### config.mk
export PLATFORM = sky130hd
export DESIGN_NAME = pwm_generator
export DESIGN_NICKNAME = d
export VERILOG_FILES = /design/src/rtl/pwm_pkg.sv /design/src/rtl/pwm_prescaler.sv /design/src/rtl/pwm_generator.sv
export SDC_FILE = /design/constraint.sdc
export NUM_CORES = 1
export LEC_CHECK = 0
export ABC_AREA = 1
export CAP_MARGIN = 0
export CORE_MARGIN = 2
export CORE_UTILIZATION = 49
export CTS_CLUSTER_SIZE = 30
export DETAILED_ROUTE_END_ITERATION = 10
export PLACE_DENSITY = 0.74
export SLEW_MARGIN = 10
export SYNTH_ARGS = -nofsm -noshare
export SYNTH_HDL_FRONTEND = slang
export SYNTH_SLANG_ARGS = --single-unit
### constraint.sdc
create_clock -name clock -period 2.85 [get_ports clock]
set_clock_uncertainty 0.2 [all_clocks]
set_input_delay 0.285 -clock clock [delete_from_list [all_inputs] [get_ports clock]]
set_output_delay 0.285 -clock clock [all_outputs]
set_load 0.01 [all_outputs]
### src/rtl/pwm_pkg.sv
// Shared definitions for the H-bridge PWM generator: state encodings,
// ratio width and the last value of the period counter.
package pwm_pkg;

   localparam int unsigned RATIO_W = 8;
   localparam int unsigned STATE_W = 2;

   // Plain constants rather than an enum so older flows can reuse the encoding.
   localparam logic [STATE_W-1:0] ST_IDLE = 2'd0;
   localparam logic [STATE_W-1:0] ST_RUN  = 2'd1;
   localparam logic [STATE_W-1:0] ST_DEAD = 2'd2;

   // Period counter runs 0..254, so one PWM period is 255 ticks.
   localparam logic [RATIO_W-1:0] PWM_PERIOD_MAX = 8'd254;

endpackage

### src/rtl/pwm_prescaler.sv
// Clock divider producing a one-cycle tick every PRESCALE clocks while run=1.
// Held at zero whenever run is low, so every run starts from a full interval.
module pwm_prescaler #(
   parameter int unsigned PRESCALE = 4
) (
   input  logic clock,
   input  logic reset,
   input  logic run,
   output logic tick
);

   localparam int unsigned   PW   = (PRESCALE > 1) ? $clog2(PRESCALE) : 1;
   localparam logic [PW-1:0] TERM = PW'(PRESCALE - 1);

   logic [PW-1:0] pre_q;
   logic [PW-1:0] pre_d;

   // Next count: clear when stopped or at terminal count, else increment.
   always_comb begin
      pre_d = pre_q;
      if (!run || (pre_q == TERM)) begin
         pre_d = '0;
      end else begin
         pre_d = pre_q + 1'b1;
      end
   end

   assign tick = run && (pre_q == TERM);

   // Count register with synchronous reset.
   always_ff @(posedge clock) begin
      if (reset) begin
         pre_q <= '0;
      end else begin
         pre_q <= pre_d;
      end
   end

endmodule

### src/rtl/pwm_generator.sv
// PWM / direction driver for one motor H-bridge. New ratios take effect only
// at period boundaries; a direction reversal inserts DEADTIME_PERIODS periods
// with pwm_out forced low before the new direction and ratio are applied.
//
// Request handshake (4-phase): upstream raises pwm_update with ratio and
// direction and holds it; the request is captured once and later applied, at
// which point pwm_done rises (only while pwm_update is high). pwm_done stays
// high until pwm_update is sampled low, then falls on the following edge. A new
// request is accepted only after pwm_done has returned low.
module pwm_generator
   import pwm_pkg::*;
#(
   parameter int unsigned PRESCALE         = 4,
   parameter int unsigned DEADTIME_PERIODS = 2
) (
   input  logic               clock,
   input  logic               reset,
   input  logic               pwm_enable,
   input  logic               pwm_update,
   input  logic [RATIO_W-1:0] pwm_ratio,
   input  logic               pwm_direction,
   output logic               pwm_done,
   output logic               pwm_out,
   output logic               dir_out,
   output logic [7:0]         debug_signals
);

   localparam int unsigned   DW        = (DEADTIME_PERIODS > 1) ? $clog2(DEADTIME_PERIODS) : 1;
   localparam logic [DW-1:0] DEAD_TERM = DW'(DEADTIME_PERIODS - 1);

   logic [STATE_W-1:0] state_q,    state_d;
   logic [RATIO_W-1:0] cnt_q,      cnt_d;
   logic [RATIO_W-1:0] duty_q,     duty_d;
   logic [RATIO_W-1:0] ratio_q,    ratio_d;
   logic               req_dir_q,  req_dir_d;
   logic               dir_out_q,  dir_out_d;
   logic               pending_q,  pending_d;
   logic               done_q,     done_d;
   logic               pwm_out_q,  pwm_out_d;
   logic [DW-1:0]      dead_cnt_q, dead_cnt_d;

   logic presc_run;
   logic tick;
   logic boundary;

   // Prescaler runs only while active and enabled, so it restarts from zero.
   assign presc_run = (state_q != ST_IDLE) && pwm_enable;

   pwm_prescaler #(
      .PRESCALE (PRESCALE)
   ) u_prescaler (
      .clock (clock),
      .reset (reset),
      .run   (presc_run),
      .tick  (tick)
   );

   assign boundary = tick && (cnt_q == PWM_PERIOD_MAX);

   // Next-state logic: disable first, then boundary apply, then capture.
   always_comb begin
      state_d    = state_q;
      cnt_d      = cnt_q;
      duty_d     = duty_q;
      ratio_d    = ratio_q;
      req_dir_d  = req_dir_q;
      dir_out_d  = dir_out_q;
      pending_d  = pending_q;
      done_d     = done_q;
      dead_cnt_d = dead_cnt_q;

      if (!pwm_enable) begin
         state_d    = ST_IDLE;
         cnt_d      = '0;
         duty_d     = '0;
         pending_d  = 1'b0;
         done_d     = 1'b0;
         dead_cnt_d = '0;
      end else begin
         if (!pwm_update) begin
            done_d = 1'b0;
         end

         if ((state_q != ST_IDLE) && tick) begin
            cnt_d = boundary ? '0 : cnt_q + 1'b1;
         end

         case (state_q)
            ST_IDLE: begin
               cnt_d      = '0;
               duty_d     = '0;
               dead_cnt_d = '0;
               state_d    = ST_RUN;
            end
            ST_RUN: begin
               if (boundary && pending_q) begin
                  if (req_dir_q == dir_out_q) begin
                     duty_d    = ratio_q;
                     pending_d = 1'b0;
                     done_d    = pwm_update;
                  end else begin
                     state_d    = ST_DEAD;
                     dead_cnt_d = '0;
                  end
               end
            end
            ST_DEAD: begin
               if (boundary) begin
                  if (dead_cnt_q == DEAD_TERM) begin
                     dir_out_d = req_dir_q;
                     duty_d    = ratio_q;
                     pending_d = 1'b0;
                     done_d    = pwm_update;
                     state_d   = ST_RUN;
                  end else begin
                     dead_cnt_d = dead_cnt_q + 1'b1;
                  end
               end
            end
            default: begin
               state_d = ST_IDLE;
            end
         endcase

         // Capture needs pending_q low, so it can never coincide with an apply.
         if (pwm_update && !done_q && !pending_q && (state_q != ST_IDLE)) begin
            ratio_d   = pwm_ratio;
            req_dir_d = pwm_direction;
            pending_d = 1'b1;
         end
      end

      pwm_out_d = (state_d == ST_RUN) && (cnt_d < duty_d);
   end

   // State and output registers with synchronous reset.
   always_ff @(posedge clock) begin
      if (reset) begin
         state_q    <= ST_IDLE;
         cnt_q      <= '0;
         duty_q     <= '0;
         ratio_q    <= '0;
         req_dir_q  <= 1'b0;
         dir_out_q  <= 1'b0;
         pending_q  <= 1'b0;
         done_q     <= 1'b0;
         pwm_out_q  <= 1'b0;
         dead_cnt_q <= '0;
      end else begin
         state_q    <= state_d;
         cnt_q      <= cnt_d;
         duty_q     <= duty_d;
         ratio_q    <= ratio_d;
         req_dir_q  <= req_dir_d;
         dir_out_q  <= dir_out_d;
         pending_q  <= pending_d;
         done_q     <= done_d;
         pwm_out_q  <= pwm_out_d;
         dead_cnt_q <= dead_cnt_d;
      end
   end

   assign pwm_done      = done_q;
   assign pwm_out       = pwm_out_q;
   assign dir_out       = dir_out_q;
   assign debug_signals = {4'b0000, pending_q, (state_q == ST_DEAD), state_q};

endmodule
==> Yosys cells after proc, flatten, opt, wreduce, memory -nomap -nowiden <==
Index checks and enable logic that the tools add are counted.
{ "word_totals": {"register_bits": 34, "input_bits": 13, "output_inout_bits": 11, "word_cells": 85} }
{ "classes": {"n_addsub": 3, "magnitude_cmp": 1, "eq_ne": 13, "n_mux": 33, "bitwise_logic": 1, "n_reduce_logical": 23} }
{ "ops": {"columns": ["operator", "count"], "rows": [
  ["two-way mux 8 bit", 9],
  ["case mux 8 bit (3 select lines)", 1],
  ["two-way mux 1 bit", 14],
  ["two-way mux 2 bit", 5],
  ["logical AND 1 bit", 9],
  ["adder 8 x 1 -> 8 bit, second input constant", 1],
  ["equality test 8 bit, second input constant", 1],
  ["less-than comparator 8 bit", 1],
  ["AND reduction 4 bit", 2],
  ["inequality test 3 x 1 -> 1 bit, second input constant", 2],
  ["inequality test 3 bit, second input constant", 2],
  ["case mux 2 bit (3 select lines)", 1],
  ["nonzero test 3 bit", 2],
  ["AND reduction 5 bit", 1],
  ["equality test 2 x 1 -> 1 bit, second input constant", 2],
  ["equality test 2 bit, second input constant", 2],
  ["inequality test 2 bit, second input constant", 2],
  ["case mux 1 bit (2 select lines)", 2],
  ["OR reduction 2 bit", 2],
  ["zero test 1 bit", 3],
  ["case mux 1 bit (3 select lines)", 1],
  ["adder 2 x 1 -> 2 bit, second input constant", 1],
  ["zero test 2 bit", 1],
  ["inequality test 2 x 1 -> 1 bit, second input constant", 1],
  ["other kinds (6)", 6]
]} }

==> Logic depth before layout (Yosys ltp) <==
{ "depth": {"depth_word": 10, "mapped_depth": 19, "ltp_nobuf": 19} }

==> Hierarchy <==
Synthesis repeated with hierarchy kept, for this count alone.
{ "hier_totals": {"cells_unflattened": 269, "area_unflattened_um2": 2001.9} }
{ "by_module_without_submodules": {"columns": ["module", "n_inst", "cells_per_inst", "area_each_um2"], "rows": [
  ["pwm_generator", 1, 258, 1913.1],
  ["pwm_prescaler", 1, 11, 88.8]
]} }

==> Worst setup path before layout <==
No wires, ideal clock.
{ "synth_path": {"path_type": "reg-to-reg", "start": "register state_q[0]", "end": "register pwm_out_q (netlist: pwm_out)", "setup_ns": 0.070, "t_arrival_ns": 2.678, "required_ns": 2.580, "setup_slack_ns": -0.098, "path_stages_with_launch": 19, "period_less_slack_ns": 2.948, "path_cell_list": "dfxtp_1 inv_1 ha_1 inv_2 nand2_2 nor2_4 nand2_2 nor3_4 nand3_2 o21ai_4 nand2_1 nand3_1 o211ai_1 ha_1 a21oi_1 nor2_1 a211oi_1 nand3_1 a21oi_1"} }
{ "synth_between": {"elab_chain_cells": 10, "word_cells_on_any_way": 26, "cone_classes": "1 x order compare; 3 x eq/ne; 14 x mux; 8 x reduce/logical"} }
{ "synth_rtl": {"columns": ["element", "line_no", "source"], "rows": [
  ["start, declared", "pwm_generator.sv:31", "logic [STATE_W-1:0] state_q, state_d;"],
  ["start signal, assigned", "pwm_generator.sv:150", "state_q <= state_d;"],
  ["nonzero test 2 bit", "pwm_generator.sv:47, pwm_generator.sv:84", null],
  ["logical AND 1 bit", "pwm_generator.sv:47", "assign presc_run = (state_q != ST_IDLE) && pwm_enable;"],
  ["logical AND 1 bit", "pwm_prescaler.sv:28", "assign tick = run && (pre_q == TERM);"],
  ["logical AND 1 bit", "pwm_generator.sv:58", "assign boundary = tick && (cnt_q == PWM_PERIOD_MAX);"],
  ["logical AND 1 bit / two-way mux 8 bit (equally long branches)", "pwm_generator.sv:96, pwm_generator.sv:85", null],
  ["two-way mux 8 bit, or another cell as far along", "pwm_generator.sv:96", "if (boundary && pending_q) begin"],
  ["case mux 8 bit (3 select lines), or another cell as far along", "pwm_generator.sv:88", "case (state_q)"],
  ["two-way mux 8 bit / two-way mux 2 bit (equally long branches)", "pwm_generator.sv:72", "if (!pwm_enable) begin"],
  ["less-than comparator 8 bit / equality test 2 x 1 -> 1 bit (equally long branches)", "pwm_generator.sv:133", "pwm_out_d = (state_d == ST_RUN) && (cnt_d < duty_d);"],
  ["logical AND 1 bit *", "pwm_generator.sv:133", null],
  ["end signal, assigned", "pwm_generator.sv:158", "pwm_out_q <= pwm_out_d;"],
  ["end, declared", "pwm_generator.sv:39", "logic pwm_out_q, pwm_out_d;"]
]} }
Every way passes the cells marked *; elsewhere a longest branch is shown, timed or not.
A chain may end at the register's enable or synchronous reset.

==> Worst setup path in the final report <==
{ "layout_path": {"start": "register u_prescaler.pre_q[0]", "end": "register pwm_out_q (netlist: pwm_out)"} }
{ "layout_between": {"elab_chain_cells": 9, "word_cells_on_any_way": 20, "cone_classes": "1 x order compare; 2 x eq/ne; 12 x mux; 5 x reduce/logical"} }
{ "layout_rtl": {"columns": ["element", "line_no", "source"], "rows": [
  ["start, declared", "pwm_prescaler.sv:15", "logic [PW-1:0] pre_q;"],
  ["start signal, assigned", "pwm_prescaler.sv:35", "pre_q <= pre_d;"],
  ["equality test 2 bit *", "pwm_prescaler.sv:28", null],
  ["logical AND 1 bit *", "pwm_prescaler.sv:28", null],
  ["logical AND 1 bit", "pwm_generator.sv:58", null],
  ["logical AND 1 bit / two-way mux 8 bit (equally long branches)", "pwm_generator.sv:96, pwm_generator.sv:85", null],
  ["two-way mux 8 bit, or another cell as far along", "pwm_generator.sv:96", null],
  ["case mux 8 bit (3 select lines), or another cell as far along", "pwm_generator.sv:88", null],
  ["two-way mux 8 bit / two-way mux 2 bit (equally long branches)", "pwm_generator.sv:72", null],
  ["less-than comparator 8 bit / equality test 2 x 1 -> 1 bit (equally long branches)", "pwm_generator.sv:133", null],
  ["logical AND 1 bit *", "pwm_generator.sv:133", null]
]} }
Marks and branches as above.

==> run summary <==
• **count of buffers from port buffering** 19
• **share of final-layout standard cells stronger than drive strength 1** 21.3%
• **part of the cycle the worst path needs** 104%
• **metal2 WL** 2500 um
• **maximum number of pins on one net before global-route repair** 18
• **top routing layer used** met4
• **VDD IR-drop max** 343 uV
• **Overall Global Routing Usage** 24.1%
• **power per cell area** 422 nW/um^2
• **Area growth, synth to finish** 35.5%
• **Top-Level Pins** 24
• **Worst Setup End Kind** register
• **Final Hold Violating Endpoints** 0
• **Final Max Slew Viols** 0
• **unrepaired setup endpoints after global routing** true
• **Achievable Freq** 337 MHz
• **antenna cells** 0
• **Post-Route WL** 5240 um
• **fillers** 318
• **main area contributors after synthesis** dfxtp_1 35%, nand2_1 10%, ha_1 9.0%
• **reg-to-reg critical path startpoint** u_prescaler.pre_q[0]
• **area of the multi-input gates** 1160 um^2
• **TritonCTS clock tree** built
• **overall die height** 67.1 um
• **count of placed standard cells in the final layout, fillers left out** 381
• **max_cap viols** 0
• **Final ANT Viol Nets** 0
• **endpoint of the most critical register-to-register path** pwm_out
• **clock-pin transition on the worst setup and hold timing paths** 70 ps
• **result of the run** finished, violations left
• **flops & latches, synth** 34
• **wire length on met3** 374 um
• **Hold Startpoint** u_prescaler.pre_q[0]
• **wire length on met1** 2320 um
• **1st-pass router iterations** 4
• **final critical-path required period** 2970 ps
• **area taken by flip-flops and latches** 683 um^2
• **vias per std cell** 5.19
• **sequential area share after synthesis** 34.9%
• **r2r worst-path depth** 16
• **clock tree sinks** 34
• **number of library cell types mapped by synthesis** 34
• **largest fanout of any net on the critical path** 6
• **classification of the worst-slack hold path** reg2reg
• **number of buffers added to fix hold violations after cts** 0
• **Total Neg Setup Slack** -120 ps
• **Setup crit start kind** register
• **Skew-Pair Late Insertion Delay** 300 ps
• **instance count of the mapped netlist** 276
• **Worst Setup Slack, final** -120 ps
• **Worst Path Class, Setup** reg2reg
• **final global-route overflow total** 0
• **weighted congestion at the end of routability-driven global placement** 0.951
• **Reg2Reg Setup Slack** -120 ps
• **Leakage Power** 1.17 nW
• **Worst Hold Depth** 1
• **Syn Std Cell Area** 1950 um^2
• **number of endpoints failing setup at the final stage** 1
• **Final Total Pwr** 1.11 mW
• **Die Width** 67.1 um
• **Inserted Clock Buffers** 5
• **cell chosen for the clock root** clkbuf_8
• **maximum clock path buffer count** 2
• **Cells after DPL** 361
• **fraction of post-synthesis cell area in the top cell type by area** 34.9%
• **post-detail-place hpwl** 3540 um
• **vias in the first global route** 1755
• **CTS H-Tree Depth** 2
• **number of design-rule violations left by the first detailed-router iteration** 302
• **end point of the worst hold path** u_prescaler.pre_q[0]
• **Critical Path AT** 3000 ps
• **Avg Inst Size Synth** 7.06 um^2
• **Die ar.** 4500 um^2
• **std cell rows** 22
• **wire per inst** 13.7 um
• **number of antenna violations at the first check in global routing** 0
• **violations in the final reports** negative setup slack
• **largest area contributor in the synthesized netlist** dfxtp_1
• **effective utilization at floorplan** 52.0%
• **standard cell core area** 3740 um^2
• **Synth warnings** 0
• **drt drc** 0
• **net total in the final layout** 359
• **total number of vias** 1977
• **required time at the worst-slack endpoint** 2880 ps
• **first-pass GRT wire length** 8080 um
==> cells in the final DEF, fill, tap and decap left out, types with 4 or more instances in the layout <==
master           Yosys  layout
nand3_2              2       4
a21oi_1              9       8
nor2_1              42      41
dfxtp_1             34      32
nor3_1               6       6
nand3_1             25      23
nand4_1              4       4
ha_1                14      12
o211ai_1             8       8
clkdlybuf4s50_1      0      19
nand2_1             52      49
clkbuf_8             0       5
inv_1               29      27
o21ai_0             13      13
conb_1               1       4
buf_4                5      39
nand2_2              2       4
==> worst max-delay path: stages, from the launching register on <==
cell and delay, ps:
dfxtp_1 340, ha_1 190, inv_1 100, nor2_4 130, nand2_2 70, nor3_4 180
nand3_2 150, o21ai_4 250, nand2_2 80, nand3_2 80, o211ai_1 140, ha_1 310
a21oi_1 150, nor2_1 70, a211oi_2 190, nand3_1 130, a21oi_1 130
==> cells by family (layout without fill, tap and decap cells) <==
| kind of cell | Yosys count | after routing | synth area share [%] |
|---|---|---|---|
| adders and majority gates | 14 | 14 | 8.99 |
| xor gates and xnor gates | 3 | 3 | 1.35 |
| other | 1 | 4 | 0.192 |
| and+or+nand+nor | 140 | 140 | 32.1 |
| AOI/OAI and AO/OA | 41 | 41 | 13.2 |
| DFF | 34 | 34 | 34.9 |
| buffers and inverters | 43 | 97 | 9.25 |
==> cell type report <==
class | instances | area share, %
Multi-Input combinational cell | 202 | 43.8
Clock inverter | 3 | 2.61
Clock buffer | 5 | 2.61
Tap cell | 48 | 2.28
Inverter | 31 | 4.50
Sequential cell | 34 | 25.9
Timing Repair Buffer | 58 | 18.3
==> through the flow <==
stage          area (um^2)  hold WS [ps]  util [%]  setup WS, ps
3_5_place_dp          2350           218      62.8          -233
2_1_floorplan         1960           198         -         -35.4
3_3_place_gp          2350           213      62.8          -110
5_1_grt               2640           248      70.5          -304
6_report              2640           226      70.5          -120
4_1_cts               2600           228      69.6         -77.1
==> where the power goes <==
group          switching (mW)  internal (mW)  total [mW]
Sequential            0.00321          0.480       0.484
Combinational          0.0447         0.0360      0.0807
Clock                   0.199          0.350       0.549
Total                   0.247          0.867        1.11
==> sequential cells by signal, indices dropped and copies added, names as in the netlist <==
name,cells
cnt_q,8
dead_cnt_q,1
dir_out,1
duty_q,8
pending_q,1
pwm_done,1
pwm_out,1
ratio_q,8
req_dir_q,1
state_q,2
u_prescaler.pre_q,2
==> metal layers <==
layer / global-route usage, % / vias to the layer above
met2: 38.9 / 69
met4: 8.67 / 0
li1: - / 1012
met3: 5.74 / 4
met1: 31.1 / 892
met5: 0 / -
==> worst max path at each step <==
stage	start	cells past startpoint	slack (ps)	to
after floorplan	state_q[0]	18	-40	pwm_out
after detailed placement	pwm_enable	16	-230	pwm_out
after CTS	state_q[0]	18	-80	pwm_out
after global routing	u_prescaler.pre_q[0]	16	-300	pwm_out
after global placement	pwm_enable	16	-110	pwm_out
final	u_prescaler.pre_q[0]	16	-120	pwm_out
==> synth_stat cells (all sizes together) <==
library cell   n
a21oi          9
a211oi         3
nand2         54
nor3           7
xor2           1
buf            5
and2           1
o211ai         8
nand4          4
a21o           1
conb           1
clkbuf         7
or2            1
a31oi          2
o21a           1
nand3         27
inv           30
clkinv         1
xnor2          2
o31ai          2
nor4           1
nor2          44
o21ai         15
nor3b          1
ha            14
dfxtp         34
==> timing repair <==
action	CTS	global route
gates resized for setup	9	10
pin swaps	11	13
setup buffers	11	3
setup endpoints to repair	1	2
No activity file was read; power rests on OpenSTA's default activity.
